[config.mk]
export PLATFORM = sky130hd
export DESIGN_NAME = sound_player
export DESIGN_NICKNAME = d
export VERILOG_FILES = /design/src/rtl/sound_player_pkg.sv /design/src/rtl/sound_player_tone_divider.sv /design/src/rtl/sound_player.sv
export SDC_FILE = /design/constraint.sdc
export NUM_CORES = 1
export LEC_CHECK = 0
export BUFFER_PORTS_ARGS = -buffer_cell sky130_fd_sc_hd__buf_2
export CAP_MARGIN = 20
export CORE_MARGIN = 10
export CORE_UTILIZATION = 50
export CTS_BUF_LIST = sky130_fd_sc_hd__clkbuf_8
export CTS_CLUSTER_SIZE = 25
export DETAILED_ROUTE_END_ITERATION = 16
export PLACE_DENSITY = 0.67
export REMOVE_ABC_BUFFERS = 1
export SETUP_SLACK_MARGIN = 0.2
export SYNTH_ARGS = -nofsm -noshare
export SYNTH_HDL_FRONTEND = slang
export SYNTH_SLANG_ARGS = --single-unit
[constraint.sdc]
create_clock -name clk -period 2.4 [get_ports clk]
set_clock_uncertainty 0.15 [all_clocks]
set_input_delay 0 -clock clk [delete_from_list [all_inputs] [get_ports clk]]
set_output_delay 0 -clock clk [all_outputs]
set_load 0.02 [all_outputs]
[src/rtl/sound_player_pkg.sv]
// sound_player_pkg: sound codes shared with the animator and the player FSM states
package sound_player_pkg;
  localparam logic [1:0] SND_STOP = 2'b00;
  localparam logic [1:0] SND_PING = 2'b10;
  localparam logic [1:0] SND_PONG = 2'b01;
  localparam logic [1:0] SND_GO   = 2'b11;
  typedef enum logic [1:0] {IDLE, NOTE1, GAP, NOTE2} state_t;
endpackage

[src/rtl/sound_player_tone_divider.sv]
// tone_divider: half-period counter and toggle flop producing the raw tone bit
module tone_divider #(
  parameter int CNT_W = 24
) (
  input  logic             clk,
  input  logic             clr,
  input  logic             restart,
  input  logic [CNT_W-1:0] half,
  output logic             tone
);
  logic [CNT_W-1:0] cnt_q;
  logic             tone_q;
  logic             wrap;
  assign wrap = cnt_q == half - CNT_W'(1);
  assign tone = tone_q;
  // count to half-1 then wrap and toggle; restart forces phase 0
  always_ff @(posedge clk or posedge clr) begin
    if (clr) begin
      cnt_q  <= '0;
      tone_q <= 1'b0;
    end else if (restart) begin
      cnt_q  <= '0;
      tone_q <= 1'b0;
    end else if (wrap) begin
      cnt_q  <= '0;
      tone_q <= ~tone_q;
    end else begin
      cnt_q  <= cnt_q + CNT_W'(1);
    end
  end
endmodule

[src/rtl/sound_player.sv]
// sound_player: turns play strobes with a 2-bit sound code into timed square-wave tones
module sound_player
  import sound_player_pkg::*;
#(
  parameter int CNT_W     = 24,
  parameter int HALF_PING = 56818,
  parameter int HALF_PONG = 113636,
  parameter int HALF_GO   = 28409,
  parameter int DUR_CYC   = 5000000,
  parameter int GAP_CYC   = 1250000
) (
  input  logic       clk,
  input  logic       clr,
  input  logic       play,
  input  logic [1:0] code_sound,
  input  logic       mute,
  output logic       speaker,
  output logic       busy
);
  state_t           state_q, state_d;
  logic [1:0]       code_q, code_d;
  logic [CNT_W-1:0] dur_q, dur_d, half;
  logic             tone, restart, last, speaker_d;
  assign last = state_q == GAP ? dur_q == CNT_W'(GAP_CYC - 1) : dur_q == CNT_W'(DUR_CYC - 1);
  // the divider is held at phase 0 outside notes and on every note boundary
  assign restart = play | last | state_q == IDLE | state_q == GAP;
  assign half = (state_q == NOTE2 || code_q == SND_PONG) ? CNT_W'(HALF_PONG)
              : code_q == SND_GO ? CNT_W'(HALF_GO) : CNT_W'(HALF_PING);
  // speaker drops together with busy, so a stop or note end leaves no trailing high
  assign speaker_d = ~restart & tone & ~mute;
  // next state: a play strobe always wins over note sequencing
  always_comb begin
    state_d = state_q;
    code_d  = code_q;
    dur_d   = dur_q + CNT_W'(1);
    if (play) begin
      dur_d = '0;
      if (code_sound == SND_STOP) state_d = IDLE;
      else begin
        state_d = NOTE1;
        code_d  = code_sound;
      end
    end else if (state_q == IDLE) begin
      dur_d = '0;
    end else if (last) begin
      dur_d   = '0;
      state_d = (state_q == NOTE1 && code_q == SND_GO) ? GAP : state_q == GAP ? NOTE2 : IDLE;
    end
  end
  // state, code latch, duration counter and registered outputs
  always_ff @(posedge clk or posedge clr) begin
    if (clr) begin
      state_q <= IDLE;
      code_q  <= SND_STOP;
      dur_q   <= '0;
      busy    <= 1'b0;
      speaker <= 1'b0;
    end else begin
      state_q <= state_d;
      code_q  <= code_d;
      dur_q   <= dur_d;
      busy    <= state_d != IDLE;
      speaker <= speaker_d;
    end
  end
  tone_divider #(.CNT_W(CNT_W)) u_div (
    .clk     (clk),
    .clr     (clr),
    .restart (restart),
    .half    (half),
    .tone    (tone)
  );
endmodule

==> flow_metrics.env <==
export IMPL_outcome="finished, final reports clean"
export IMPL_setup_viol=0
export IMPL_max_stage_delay_ns=0.58
export IMPL_cp_startpoint="u_div.cnt_q[12]$_DFF_PP0_"
export IMPL_cp_slowest_cell="or4_4"
export IMPL_ios=8
export IMPL_finalHoldViolations=0
export IMPL_drive_gt1_share_pct=33.15
export IMPL_place_ws_ns=-0.2895
export IMPL_yosysUniqueCellTypes=43
export IMPL_r2r_start="u_div.cnt_q[12]$_DFF_PP0_"
export IMPL_first_global_vias=2408
export IMPL_wl_per_cell_um=17.70
export IMPL_power_frac_seq_pct=54.3
export IMPL_ys_flop_type="dfrtp_1"
export IMPL_root_buffer="clkbuf_8"
export IMPL_tightest_slew_ns=0.6961
export IMPL_cts_buffers_inserted=5
export IMPL_p_comb_share_pct=17.3
export IMPL_cp_max_fo=6
export IMPL_drtIter0Drc=173
export IMPL_fin_area_mm2=0.004158
export IMPL_rrSetupSlack_ns=0.007
export IMPL_path_clk_slew_ns=0.11
export IMPL_peakVddDrop_mv=0.3102
export IMPL_final_nets=379
export IMPL_p_switching_uw=468.3
export IMPL_rr_worst_depth=7
export IMPL_fin_tns_setup_ns=0
export IMPL_r2r_end="u_div.cnt_q[18]$_DFF_PP0_"
export IMPL_grt_first_pass_wirelength_um=11490
export IMPL_dpl_cell_area_mm2=0.003247
export IMPL_antenna_found_initial=0
export IMPL_maxSlewHeadroom_pct=53.59
export IMPL_max_cap_viol_count=0
export IMPL_setup_ws_ns=0.006602
export IMPL_crit_chain="or4_4 -> nor3b_4 -> o22ai_2 -> a2111oi_4 -> buf_6 -> clkbuf_16 -> nor3_4"
export IMPL_seq_area_mm2=0.001376
export IMPL_gp_congestion=0.7908
export IMPL_worst_hold_path_num_cells=3
export IMPL_p_per_area_mw_per_mm2=423.9
export IMPL_die_area_mm2=0.009572
export IMPL_grt_max_degree=56
export IMPL_cts_max_path_buffers=2
export IMPL_yosys_warnings=0
export IMPL_vias_per_cell=5.812
export IMPL_fin_cells=446
export IMPL_drt_total_wl_um=7895
export IMPL_io_buffers=7
export IMPL_dp_cells=408
export IMPL_multiInputGateArea_mm2=0.001963
export IMPL_drv_slew=0
export IMPL_avgSynthCellArea_um2=9.466
export IMPL_end_kind="register"
export IMPL_track_usage_pct=13.85
export IMPL_swShare_pct=26.57
export IMPL_clockPowerShare_pct=28.4
export IMPL_period_share_pct=99.72
export IMPL_crit_end="u_div.cnt_q[18]$_DFF_PP0_"
export IMPL_layout_min_cycle_time_ns=2.393
export IMPL_cts_tree="built"
export IMPL_worstSkewPairLatency_ns=0.31
export IMPL_async_flop_share_pct=100.0
export IMPL_ctsHtreeMaxLevel=2
export IMPL_fp_dieH_um=97.84
export IMPL_p_leak_uw=0.001624
export IMPL_hp_class="in2reg"
export IMPL_dp_hpwl_um=4357
export IMPL_initial_utilization_pct=51.47
export IMPL_dr_pass1_iters=4
export IMPL_ys_ff_latch=55
export IMPL_detail_route_antenna_nets=0
export IMPL_postLayoutCoreUtil_pct=70.64
export IMPL_vias=2592
export IMPL_die_w_um=97.84
export IMPL_cts_sinks=55
export IMPL_cp_start_kind="register"
export IMPL_rows=28
export IMPL_seq_area_frac_synth_pct=45.44
export IMPL_syn_area_mm2=0.003029
export IMPL_fp_coreArea_mm2=0.005886
export IMPL_fillCellCount=412
export IMPL_max_clock_freq_mhz=417.8
export IMPL_area_growth_pct=37.26
export IMPL_antenna_cells=0
export IMPL_rsz0062_at_grt="yes"
export IMPL_crit_arrival_ns=2.44
export IMPL_gr_total_overflow=0
export IMPL_drc=0
export IMPL_syn_inst=320
export IMPL_p_int_uw=1294
export IMPL_synth_edff_count=0
export IMPL_crit_type="reg2reg"
export IMPL_worstPathRequired_ns=2.45
## layer usage
metal	wire length (um)	track usage, %	up-vias
li1	-	-	1225
met1	3368	17.15	1281
met2	4046	23.50	66
met3	265	2.537	20
met4	215	4.810	0
met5	0	0	-
## placed cells by master (no fill, tap or decap), types with 3 or more instances in the layout
cell type | netlist | routed
clkbuf_8 | 0 | 5
nor3_2 | 0 | 21
buf_6 | 2 | 5
nand3_2 | 0 | 3
nor3_1 | 39 | 16
xnor2_1 | 29 | 27
nand4_1 | 8 | 8
nor2b_1 | 4 | 4
dlygate4sd3_1 | 0 | 8
nand3_1 | 24 | 21
inv_1 | 8 | 8
nor2_2 | 0 | 10
xor2_1 | 17 | 17
nand2_1 | 21 | 20
buf_4 | 4 | 20
nor2_4 | 0 | 10
dfrtp_1 | 55 | 55
clkbuf_16 | 0 | 6
buf_12 | 0 | 4
and4_1 | 4 | 4
nor4b_1 | 4 | 3
and3_1 | 10 | 9
nor2_1 | 40 | 20
buf_2 | 0 | 7
nor4bb_1 | 4 | 3
## worst min-delay path by stage
stage / from / endpoint
after detailed placement: mute / speaker$_DFF_PP0_
after CTS: mute / speaker$_DFF_PP0_
after global routing: mute / speaker$_DFF_PP0_
final: mute / speaker$_DFF_PP0_
after floorplan: mute / speaker$_DFF_PP0_
after global placement: mute / speaker$_DFF_PP0_
## logic make-up after synthesis
| logic type | Yosys count | synth area share (%) |
|---|---|---|
| AOI/OAI and AO/OA | 14 | 3.925 |
| xor gates and xnor gates | 46 | 13.30 |
| adders and majority gates | 3 | 1.239 |
| buffers and inverters | 18 | 3.263 |
| DFF | 55 | 45.44 |
| muxes | 4 | 1.363 |
| and+or+nand+nor | 180 | 31.47 |
## power by group through the flow
stage	combinational [uW]	clock (uW)	sequential (uW)
after floorplan	87.3	0	973
after global placement	148	0	970
after detailed placement	149	0	971
after CTS	217	507	955
after global routing	325	551	959
final	305	501	957
## per-stage QoR
| step | total power [uW] | hold slack [ns] |
|---|---|---|
| 2_1_floorplan | 1060 | -0.07972 |
| 3_3_place_gp | 1118 | 0.06104 |
| 3_5_place_dp | 1120 | 0.04543 |
| 4_1_cts | 1679 | 0.2615 |
| 5_1_grt | 1835 | 0.2602 |
| 6_report | 1762 | 0.2732 |
## state kept, by name, summed over array words and instances (netlist names)
| name | cells |
|---|---|
| busy | 1 |
| state_q | 2 |
| u_div.tone | 1 |
| speaker | 1 |
| code_q | 2 |
| dur_q | 24 |
| u_div.cnt_q | 24 |
## synth_stat cells, types with 2 or more instances
library cell	n	area, um2
and2_1	2	12.51
clkbuf_1	3	11.26
buf_6	2	22.52
nand4b_1	2	17.52
mux2i_1	3	30.03
nand2_1	21	78.83
inv_1	8	30.03
ha_1	3	37.54
and3_1	10	62.56
xor2_1	17	148.9
nor4b_1	4	35.03
or4_1	3	22.52
nor4_1	2	12.51
dfrtp_1	55	1376
buf_4	4	30.03
xnor2_1	29	254.0
and4_1	4	35.03
nand4_1	8	50.05
nand2_2	2	12.51
nor2_1	40	150.1
nor4bb_1	4	40.04
nor2b_1	4	25.02
or3_1	2	12.51
nand3_1	24	120.1
nor3_1	39	195.2
nand2b_1	3	18.77
nor3b_1	3	22.52
a21oi_1	4	20.02
## what timing repair did
| item | in CTS | in global routing |
|---|---|---|
| hold buffers | 8 | 0 |
| gates cloned | 1 | 8 |
| setup buffers | 7 | 6 |
| endpoints found under the setup margin | 45 | 53 |
| pin swaps | 4 | 21 |
| hold endpoints to repair | 61 | 0 |
| gates resized for setup | 16 | 78 |
## cell type report
class | count | share of cell area (%)
clock buffers | 5 | 1.655
multi-input cells | 247 | 47.22
inverters | 8 | 0.7222
clock inverters | 3 | 0.3912
well taps | 75 | 2.257
flip-flops and latches | 55 | 33.10
repair buffers | 53 | 14.66
## critical path, delay by kind of cell, from the launching register on
kind                   cells  cell delay [ns]
and+or+nand+nor            3             0.89
AOI/OAI and AO/OA          2             0.48
DFF                        1             0.41
buffers and inverters      2             0.35
No activity file was read; power rests on OpenSTA's default activity.
